===== src/rtl/mouserial_pkg.sv =====
// Shared constants for the 6502/AVR mailbox: register selects, FIFO geometry
// and status-byte bit positions.
package mouserial_pkg;

  localparam int DATA_W     = 8;
  localparam int SEL_W      = 4;
  localparam int FIFO_DEPTH = 4;
  localparam int CMD_W      = 7;
  localparam int CNT_W      = 3;
  localparam int PTR_W      = 2;

  localparam logic [SEL_W-1:0] REG_STAT  = 4'd0;
  localparam logic [SEL_W-1:0] REG_CMD   = 4'd1;
  localparam logic [SEL_W-1:0] REG_DATAL = 4'd2;
  localparam logic [SEL_W-1:0] REG_DATAH = 4'd3;

  localparam int ST_NE     = 7;
  localparam int ST_DONE   = 6;
  localparam int ST_OVF    = 5;
  localparam int ST_COLL   = 4;
  localparam int ST_AIRQEN = 1;
  localparam int ST_RIRQEN = 0;

  localparam int CTL_CLR_OVF  = 5;
  localparam int CTL_CLR_COLL = 4;
  localparam int CTL_SET_DONE = 0;

  function automatic logic [DATA_W-1:0] pack_status(input logic nonempty,
                                                   input logic done,
                                                   input logic ovf,
                                                   input logic coll,
                                                   input logic airqen,
                                                   input logic rirqen);
    logic [DATA_W-1:0] s;
    s            = '0;
    s[ST_NE]     = nonempty;
    s[ST_DONE]   = done;
    s[ST_OVF]    = ovf;
    s[ST_COLL]   = coll;
    s[ST_AIRQEN] = airqen;
    s[ST_RIRQEN] = rirqen;
    return s;
  endfunction

endpackage


===== src/rtl/mailbox_arbiter_if.sv =====
// Register-bus bundle for both mailbox ports (6502 side A, AVR side R) plus
// the two interrupt lines.
interface mailbox_arbiter_if;
  import mouserial_pkg::*;

  logic              AWrStb;
  logic              ARdStb;
  logic [SEL_W-1:0]  ASel;
  logic [DATA_W-1:0] ADin;
  logic [DATA_W-1:0] ADout;
  logic              RWrStb;
  logic              RRdStb;
  logic [SEL_W-1:0]  RSel;
  logic [DATA_W-1:0] RDin;
  logic [DATA_W-1:0] RDout;
  logic              AIRQ;
  logic              nRIRQ;

  modport master (
    output AWrStb, ARdStb, ASel, ADin,
    output RWrStb, RRdStb, RSel, RDin,
    input  ADout, RDout, AIRQ, nRIRQ
  );

  modport slave (
    input  AWrStb, ARdStb, ASel, ADin,
    input  RWrStb, RRdStb, RSel, RDin,
    output ADout, RDout, AIRQ, nRIRQ
  );

endinterface


===== src/rtl/mailbox_arbiter_cmd_fifo.sv =====
// Four-entry command FIFO. A push into a full FIFO is accepted only when a pop
// frees the head slot on the same edge; a pop of an empty FIFO is ignored.
module cmd_fifo
  import mouserial_pkg::*;
(
  input  logic             clk,
  input  logic             rst_n,
  input  logic             push,
  input  logic             pop,
  input  logic [CMD_W-1:0] din,
  output logic [CMD_W-1:0] head,
  output logic [CNT_W-1:0] count,
  output logic             full,
  output logic             empty
);

  logic [CMD_W-1:0] mem_q [FIFO_DEPTH];
  logic [CMD_W-1:0] mem_d [FIFO_DEPTH];
  logic [PTR_W-1:0] wr_ptr_q, wr_ptr_d;
  logic [PTR_W-1:0] rd_ptr_q, rd_ptr_d;
  logic [CNT_W-1:0] count_q, count_d;
  logic             do_push, do_pop;

  assign full    = (count_q == CNT_W'(FIFO_DEPTH));
  assign empty   = (count_q == '0);
  assign count   = count_q;
  assign head    = mem_q[rd_ptr_q];
  assign do_pop  = pop & ~empty;
  assign do_push = push & (~full | do_pop);

  always_comb begin
    mem_d    = mem_q;
    wr_ptr_d = wr_ptr_q;
    rd_ptr_d = rd_ptr_q;
    count_d  = count_q;
    if (do_push) begin
      mem_d[wr_ptr_q] = din;
      wr_ptr_d        = wr_ptr_q + PTR_W'(1);
    end
    if (do_pop) begin
      rd_ptr_d = rd_ptr_q + PTR_W'(1);
    end
    case ({do_push, do_pop})
      2'b10:   count_d = count_q + CNT_W'(1);
      2'b01:   count_d = count_q - CNT_W'(1);
      default: count_d = count_q;
    endcase
  end

  always_ff @(posedge clk or negedge rst_n) begin
    if (!rst_n) begin
      wr_ptr_q <= '0;
      rd_ptr_q <= '0;
      count_q  <= '0;
    end else begin
      wr_ptr_q <= wr_ptr_d;
      rd_ptr_q <= rd_ptr_d;
      count_q  <= count_d;
    end
  end

  // Storage is never visible while count is zero, so it carries no reset.
  always_ff @(posedge clk) begin
    mem_q <= mem_d;
  end

endmodule


===== src/rtl/mailbox_arbiter.sv =====
// Dual-port mailbox between the 6502 bus and the AVR: command FIFO (6502 to AVR),
// shared 16-bit data register, status/handshake flags and both interrupt lines.
module mailbox_arbiter
  import mouserial_pkg::*;
(
  input logic              C7M,
  input logic              nRES,
  mailbox_arbiter_if.slave bus
);

  logic              a_wr_stat, a_rd_stat, a_wr_cmd, a_wr_datal, a_wr_datah;
  logic              r_wr_stat, r_rd_cmd, r_wr_datal, r_wr_datah;
  logic              fifo_full, fifo_empty, push_ok, pop_ok, ovf_set, coll_set;
  logic [CMD_W-1:0]  fifo_head;
  logic [CNT_W-1:0]  fifo_count;
  logic [DATA_W-1:0] status_byte;

  logic              done_q, done_d;
  logic              ovf_q, ovf_d;
  logic              coll_q, coll_d;
  logic              airqen_q, airqen_d;
  logic              rirqen_q, rirqen_d;
  logic [15:0]       data_q, data_d;

  assign a_wr_stat  = bus.AWrStb & (bus.ASel == REG_STAT);
  assign a_rd_stat  = bus.ARdStb & (bus.ASel == REG_STAT);
  assign a_wr_cmd   = bus.AWrStb & (bus.ASel == REG_CMD);
  assign a_wr_datal = bus.AWrStb & (bus.ASel == REG_DATAL);
  assign a_wr_datah = bus.AWrStb & (bus.ASel == REG_DATAH);
  assign r_wr_stat  = bus.RWrStb & (bus.RSel == REG_STAT);
  assign r_rd_cmd   = bus.RRdStb & (bus.RSel == REG_CMD);
  assign r_wr_datal = bus.RWrStb & (bus.RSel == REG_DATAL);
  assign r_wr_datah = bus.RWrStb & (bus.RSel == REG_DATAH);

  // A push into a full FIFO still lands when the AVR pops on the same edge.
  assign pop_ok   = r_rd_cmd & ~fifo_empty;
  assign push_ok  = a_wr_cmd & (~fifo_full | pop_ok);
  assign ovf_set  = a_wr_cmd & fifo_full & ~pop_ok;
  assign coll_set = (a_wr_datal & r_wr_datal) | (a_wr_datah & r_wr_datah);

  cmd_fifo u_cmd_fifo (
    .clk   (C7M),
    .rst_n (nRES),
    .push  (push_ok),
    .pop   (pop_ok),
    .din   (bus.ADin[CMD_W-1:0]),
    .head  (fifo_head),
    .count (fifo_count),
    .full  (fifo_full),
    .empty (fifo_empty)
  );

  // Clears are applied first so that a coincident set always wins.
  always_comb begin
    done_d   = done_q;
    ovf_d    = ovf_q;
    coll_d   = coll_q;
    airqen_d = airqen_q;
    rirqen_d = rirqen_q;
    data_d   = data_q;

    if (a_rd_stat) done_d = 1'b0;
    if (r_wr_stat && bus.RDin[CTL_SET_DONE]) done_d = 1'b1;

    if (a_wr_stat) begin
      airqen_d = bus.ADin[ST_AIRQEN];
      rirqen_d = bus.ADin[ST_RIRQEN];
      if (bus.ADin[CTL_CLR_OVF])  ovf_d  = 1'b0;
      if (bus.ADin[CTL_CLR_COLL]) coll_d = 1'b0;
    end
    if (ovf_set)  ovf_d  = 1'b1;
    if (coll_set) coll_d = 1'b1;

    // AVR write is applied last so it owns a byte both ports hit together.
    if (a_wr_datal) data_d[7:0]  = bus.ADin;
    if (a_wr_datah) data_d[15:8] = bus.ADin;
    if (r_wr_datal) data_d[7:0]  = bus.RDin;
    if (r_wr_datah) data_d[15:8] = bus.RDin;
  end

  always_ff @(posedge C7M or negedge nRES) begin
    if (!nRES) begin
      done_q   <= 1'b0;
      ovf_q    <= 1'b0;
      coll_q   <= 1'b0;
      airqen_q <= 1'b0;
      rirqen_q <= 1'b0;
      data_q   <= '0;
    end else begin
      done_q   <= done_d;
      ovf_q    <= ovf_d;
      coll_q   <= coll_d;
      airqen_q <= airqen_d;
      rirqen_q <= rirqen_d;
      data_q   <= data_d;
    end
  end

  assign status_byte = pack_status(~fifo_empty, done_q, ovf_q, coll_q,
                                   airqen_q, rirqen_q);

  always_comb begin
    bus.ADout = '0;
    case (bus.ASel)
      REG_STAT:  bus.ADout = status_byte;
      REG_CMD:   bus.ADout = {{(DATA_W-CNT_W){1'b0}}, fifo_count};
      REG_DATAL: bus.ADout = data_q[7:0];
      REG_DATAH: bus.ADout = data_q[15:8];
      default:   bus.ADout = '0;
    endcase
  end

  // The head is masked while empty so stale FIFO storage never leaks out.
  always_comb begin
    bus.RDout = '0;
    case (bus.RSel)
      REG_STAT:  bus.RDout = status_byte;
      REG_CMD:   bus.RDout = fifo_empty ? '0 : {1'b1, fifo_head};
      REG_DATAL: bus.RDout = data_q[7:0];
      REG_DATAH: bus.RDout = data_q[15:8];
      default:   bus.RDout = '0;
    endcase
  end

  assign bus.AIRQ  = done_q & airqen_q;
  assign bus.nRIRQ = ~(~fifo_empty & rirqen_q);

endmodule


===== src/flat_wrapper.sv =====
// flat-port wrapper written by rule: the top's interface ports become plain ports
module mailbox_arbiter_flat import mouserial_pkg::*;
  (C7M, nRES, bus_AWrStb, bus_ARdStb, bus_ASel, bus_ADin, bus_RWrStb, bus_RRdStb, bus_RSel, bus_RDin, bus_ADout, bus_RDout, bus_AIRQ, bus_nRIRQ);
  mailbox_arbiter_if bus_i ();
  input logic C7M;
  input logic nRES;
  input wire logic [$bits(bus_i.AWrStb)-1:0] bus_AWrStb;
  input wire logic [$bits(bus_i.ARdStb)-1:0] bus_ARdStb;
  input wire logic [$bits(bus_i.ASel)-1:0] bus_ASel;
  input wire logic [$bits(bus_i.ADin)-1:0] bus_ADin;
  input wire logic [$bits(bus_i.RWrStb)-1:0] bus_RWrStb;
  input wire logic [$bits(bus_i.RRdStb)-1:0] bus_RRdStb;
  input wire logic [$bits(bus_i.RSel)-1:0] bus_RSel;
  input wire logic [$bits(bus_i.RDin)-1:0] bus_RDin;
  output wire logic [$bits(bus_i.ADout)-1:0] bus_ADout;
  output wire logic [$bits(bus_i.RDout)-1:0] bus_RDout;
  output wire logic [$bits(bus_i.AIRQ)-1:0] bus_AIRQ;
  output wire logic [$bits(bus_i.nRIRQ)-1:0] bus_nRIRQ;
  assign bus_i.AWrStb = bus_AWrStb;
  assign bus_i.ARdStb = bus_ARdStb;
  assign bus_i.ASel = bus_ASel;
  assign bus_i.ADin = bus_ADin;
  assign bus_i.RWrStb = bus_RWrStb;
  assign bus_i.RRdStb = bus_RRdStb;
  assign bus_i.RSel = bus_RSel;
  assign bus_i.RDin = bus_RDin;
  assign bus_ADout = bus_i.ADout;
  assign bus_RDout = bus_i.RDout;
  assign bus_AIRQ = bus_i.AIRQ;
  assign bus_nRIRQ = bus_i.nRIRQ;
  mailbox_arbiter u_core (.C7M(C7M), .nRES(nRES), .bus(bus_i));
endmodule

===== config.mk =====
export PLATFORM = sky130hd
export DESIGN_NAME = mailbox_arbiter_flat
export DESIGN_NICKNAME = d
export VERILOG_FILES = /design/src/rtl/mouserial_pkg.sv /design/src/rtl/mailbox_arbiter_if.sv /design/src/rtl/mailbox_arbiter_cmd_fifo.sv /design/src/rtl/mailbox_arbiter.sv /design/src/flat_wrapper.sv
export SDC_FILE = /design/constraint.sdc
export NUM_CORES = 1
export LEC_CHECK = 0
export BUFFER_PORTS_ARGS = -buffer_cell sky130_fd_sc_hd__buf_2
export CAP_MARGIN = 0
export CORE_MARGIN = 4
export CORE_UTILIZATION = 54
export DETAILED_ROUTE_END_ITERATION = 8
export GPL_TIMING_DRIVEN = 0
export PLACE_DENSITY = 0.77
export SYNTH_ARGS = -nofsm -noshare
export SYNTH_HDL_FRONTEND = slang
export SYNTH_SLANG_ARGS = --single-unit
export TNS_END_PERCENT = 1

===== constraint.sdc =====
create_clock -name C7M -period 2.54 [get_ports C7M]
set_clock_uncertainty 0.1 [all_clocks]
set_input_delay 0.381 -clock C7M [delete_from_list [all_inputs] [get_ports C7M]]
set_output_delay 0.381 -clock C7M [all_outputs]
set_load 0.02 [all_outputs]

==> impl_metrics.tcl <==
set metrics [dict create \
    outcome "complete, but fails checks" \
    violations "negative hold slack" \
    power_frac_seq 0.503 \
    worst_setup_path_end_kind "primary output" \
    period_share 0.955 \
    holdWs_ns -0.0191 \
    ys_warn_count 0 \
    first_global_vias 2186 \
    dpl-instance-area_sq_mm 0.00322 \
    grt_setup_unrepaired "false" \
    synth_sequential_area_ratio 0.531 \
    critical_path.startpoint_type "flip-flop" \
    worst-path-buf-inv 2 \
    stdcell_count 379 \
    multi_input_area_sq_mm 0.00127 \
    cts.path.max_buffers 2 \
    post_cts.repair.setup_buffers 0 \
    maxCapViolations 0 \
    grt_start_max_net_pins 29 \
    dr_iter_0_viols 237 \
    p_clk_frac 0.205 \
    timing_hold_violations_final 27 \
    tritoncts_num_sinks 56 \
    hold_path_class "in2async" \
    avgSynthCellArea_sq_um 11.4 \
    cellPowerDensity_mw_per_mm2 724 \
    report.final.setup_viol 0 \
    detail_route.drc_violations 0 \
    die_wd_um 81.3 \
    hpwlAfterDp_um 5040 \
    timing.fmax_mhz 412 \
    crit_path_top_delay_cell "sky130_fd_sc_hd__dfrtp_2" \
    n_antenna_cell 0 \
    crit_fanout 7 \
    placed_cells 371 \
    layout_commonest_cell "sky130_fd_sc_hd__buf_2" \
    cts_inserted_buffers 5 \
    clkTransAtPathRegs_ns 0.10 \
    totalNegativeSetupSlack_ns 0 \
    routedWlPerCell_um 18.4 \
    vias_per_cell 5.75 \
    cell_internal_pwr_w 0.00162 \
    timing_max_transition_violations_final 0 \
    antenna_found_initial 0 \
    ctsHtreeMaxLevel 2 \
    dp_worst_setup_slack_ns 0.0237 \
    layout-area-overhead-vs-synth_pct 14.2 \
    pwr-share-comb 0.292 \
    setup_slack_ns 0.114 \
    ioPinCount 48 \
    chip_height_um 81.3 \
    power.switching_w 0.000781 \
    slew-limit-headroom 0.564 \
    path_cells "or3_4 > and2_0 > clkbuf_1 > a32o_1 > buf_2" \
    synthCells 254 \
    static-leakage-power_nw 1.36 \
    final_layout_size_suffix_gt1_frac 0.288 \
    postRouteAntennaNets 0 \
    fill_cells 415 \
    cts_tree "yes" \
    dieArea_sq_mm 0.00661 \
    row_count 26 \
    finalNetCount 344 \
    gp_routability_congestion 0.862 \
    initial_utilization 0.561 \
    vdd_ir_drop_max_mv 0.484 \
    critical_path.max_stage_delay_ns 0.47 \
    design.core.area_sq_mm 0.00517 \
    endpoint_arrival_time_on_the_critical_path_ns 1.94 \
    grt.total_usage 0.227 \
    crit_required_ns 2.06 \
    p_sw_frac 0.325 \
    critPathTopFamily "simple AND/OR/NAND/NOR gates" \
    drt_first_pass_iters 5 \
    tightest_slew_ns 0.654 \
    fin_area_sq_mm 0.00331 \
    synth.distinct_cells 38 \
    crit_type "reg2out" \
    grt_pass1_wl_um 11000 \
    global_route.overflow_total 0 \
    mostFrequentLayoutCells "sky130_fd_sc_hd__buf_2, sky130_fd_sc_hd__nand2_1, sky130_fd_sc_hd__nor2_1" \
    clk-insertion-delay-late_ns 0.31 \
    yosys_register_bits 56 \
    dr_total_vias 2180 \
    crit_path_time_final_ns 2.43 \
    drt_wl_total_um 6980 \
    regArea_sq_mm 0.00154 \
    cts_root_buf "sky130_fd_sc_hd__clkbuf_8" \
    port-buffer-count 47 \
    finalCoreUtilization 0.641 \
    syn-num-nets 290 \
    synth.cell_area_sq_mm 0.00290 \
]
-- per-stage QoR --
stage,hold WS [ns],power [W]
2_1_floorplan,-0.0146,0.00170
3_3_place_gp,0.341,0.00189
3_5_place_dp,0.344,0.00192
4_1_cts,0.00652,0.00240
5_1_grt,0.0165,0.00255
6_report,-0.0191,0.00240
-- routing by layer --
metal,up-vias,global-route usage,share of wire
met5,-,0,0
met4,0,0.0946,0.016
met3,13,0.0455,0.085
met2,103,0.357,0.47
met1,1037,0.307,0.42
li1,1027,-,-
-- synthesized netlist by cell type --
library cell                n  area [sq um]
sky130_fd_sc_hd__a211oi_1   1          7.51
sky130_fd_sc_hd__a22oi_1   10          75.1
sky130_fd_sc_hd__a31oi_1   16           100
sky130_fd_sc_hd__a31oi_4    1          21.3
sky130_fd_sc_hd__a32o_1     2          20.0
sky130_fd_sc_hd__and2_0     1          6.26
sky130_fd_sc_hd__and2_1     8          50.1
sky130_fd_sc_hd__and3_1     1          6.26
sky130_fd_sc_hd__and4bb_2   1          12.5
sky130_fd_sc_hd__buf_1      1          3.75
sky130_fd_sc_hd__buf_2      4          20.0
sky130_fd_sc_hd__buf_6      1          11.3
sky130_fd_sc_hd__clkbuf_1   7          26.3
sky130_fd_sc_hd__dfrtp_1   28           701
sky130_fd_sc_hd__edfxtp_1  28           841
sky130_fd_sc_hd__fa_1       1          20.0
sky130_fd_sc_hd__ha_1       5          62.6
sky130_fd_sc_hd__inv_1      7          26.3
sky130_fd_sc_hd__mux2_1     1          11.3
sky130_fd_sc_hd__mux2_2    14           158
sky130_fd_sc_hd__mux2i_1    2          20.0
sky130_fd_sc_hd__mux4_2     9           203
sky130_fd_sc_hd__nand2_1   44           165
sky130_fd_sc_hd__nand2_2    1          6.26
sky130_fd_sc_hd__nand2b_1   1          6.26
sky130_fd_sc_hd__nand3_1    5          25.0
sky130_fd_sc_hd__nand4_1    2          12.5
sky130_fd_sc_hd__nand4b_1   1          8.76
sky130_fd_sc_hd__nor2_1    29           109
sky130_fd_sc_hd__nor2b_1    2          12.5
sky130_fd_sc_hd__nor4b_4    1          23.8
sky130_fd_sc_hd__o21ai_0    9          45.0
sky130_fd_sc_hd__o221ai_1   1          8.76
sky130_fd_sc_hd__or2_1      1          6.26
sky130_fd_sc_hd__or2_2      1          6.26
sky130_fd_sc_hd__or3_4      1          11.3
sky130_fd_sc_hd__xnor2_1    3          26.3
sky130_fd_sc_hd__xor2_1     3          26.3
-- power groups by stage --
stage	sequential [W]	clock, W	combinational (W)
floorplan	0.00119	0	0.000515
global placement	0.00122	0	0.000676
detailed placement	0.00122	0	0.000703
CTS	0.00120	0.000495	0.000705
global route	0.00122	0.000539	0.000786
finish	0.00121	0.000493	0.000700
-- worst register-to-register path: cells and delay by family, from the launching register on --
kind	cells	cell delay, ns
adders and majority gates	2	0.56
DFF	1	0.44
and+or+nand+nor	2	0.37
xor gates and xnor gates	2	0.31
AOI/OAI and AO/OA	1	0.18
buffers and inverters	2	0.15
-- final cells by class --
class,count,area share
Buffer,13,0.0185
Clock buffer,6,0.0219
Clock inverter,2,0.00491
Inverter,7,0.00793
Multi-Input combinational cell,178,0.384
Sequential cell,56,0.465
Tap cell,70,0.0264
Timing Repair Buffer,47,0.0710
-- cell families after synthesis --
kind of cell	count (synthesis)	synth area share
mux	26	0.135
buf+inv	20	0.0302
simple gates	100	0.161
fa+ha+maj	6	0.0285
xor+xnor	6	0.0181
compound gates	40	0.0957
flops	56	0.531
-- repair_timing --
| action | in CTS | in global routing |
|---|---|---|
| gates resized for setup | 0 | 1 |
| hold buffers | 0 | 0 |
| setup endpoints to repair | 0 | 1 |
-- flip-flops by register name, indices dropped and copies added, names as in the netlist --
signal / cells
u_core.airqen_q: 1
u_core.coll_q: 1
u_core.data_q: 16
u_core.done_q: 1
u_core.ovf_q: 1
u_core.rirqen_q: 1
u_core.u_cmd_fifo.count: 3
u_core.u_cmd_fifo.mem_q: 28
u_core.u_cmd_fifo.rd_ptr_q: 2
u_core.u_cmd_fifo.wr_ptr_q: 2
-- path summary, 6_finish.rpt --
kind / cells past startpoint / slack (ns) / startpoint / end
max reg2reg: 9 / 0.36 / u_core.u_cmd_fifo.count[1] / u_core.u_cmd_fifo.count[2]
max in group asynchronous: 1 / 1.89 / nRES / u_core.u_cmd_fifo.count[2]
min in group C7M: 1 / 0.21 / bus_ADin[2] / u_core.u_cmd_fifo.mem_q[23]
min: 1 / -0.02 / nRES / u_core.data_q[14]
max: 5 / 0.11 / u_core.u_cmd_fifo.count[2] / bus_RDout[2]
min reg2reg: 2 / 0.45 / u_core.coll_q / u_core.coll_q
Power figures use the tool's default switching activity.
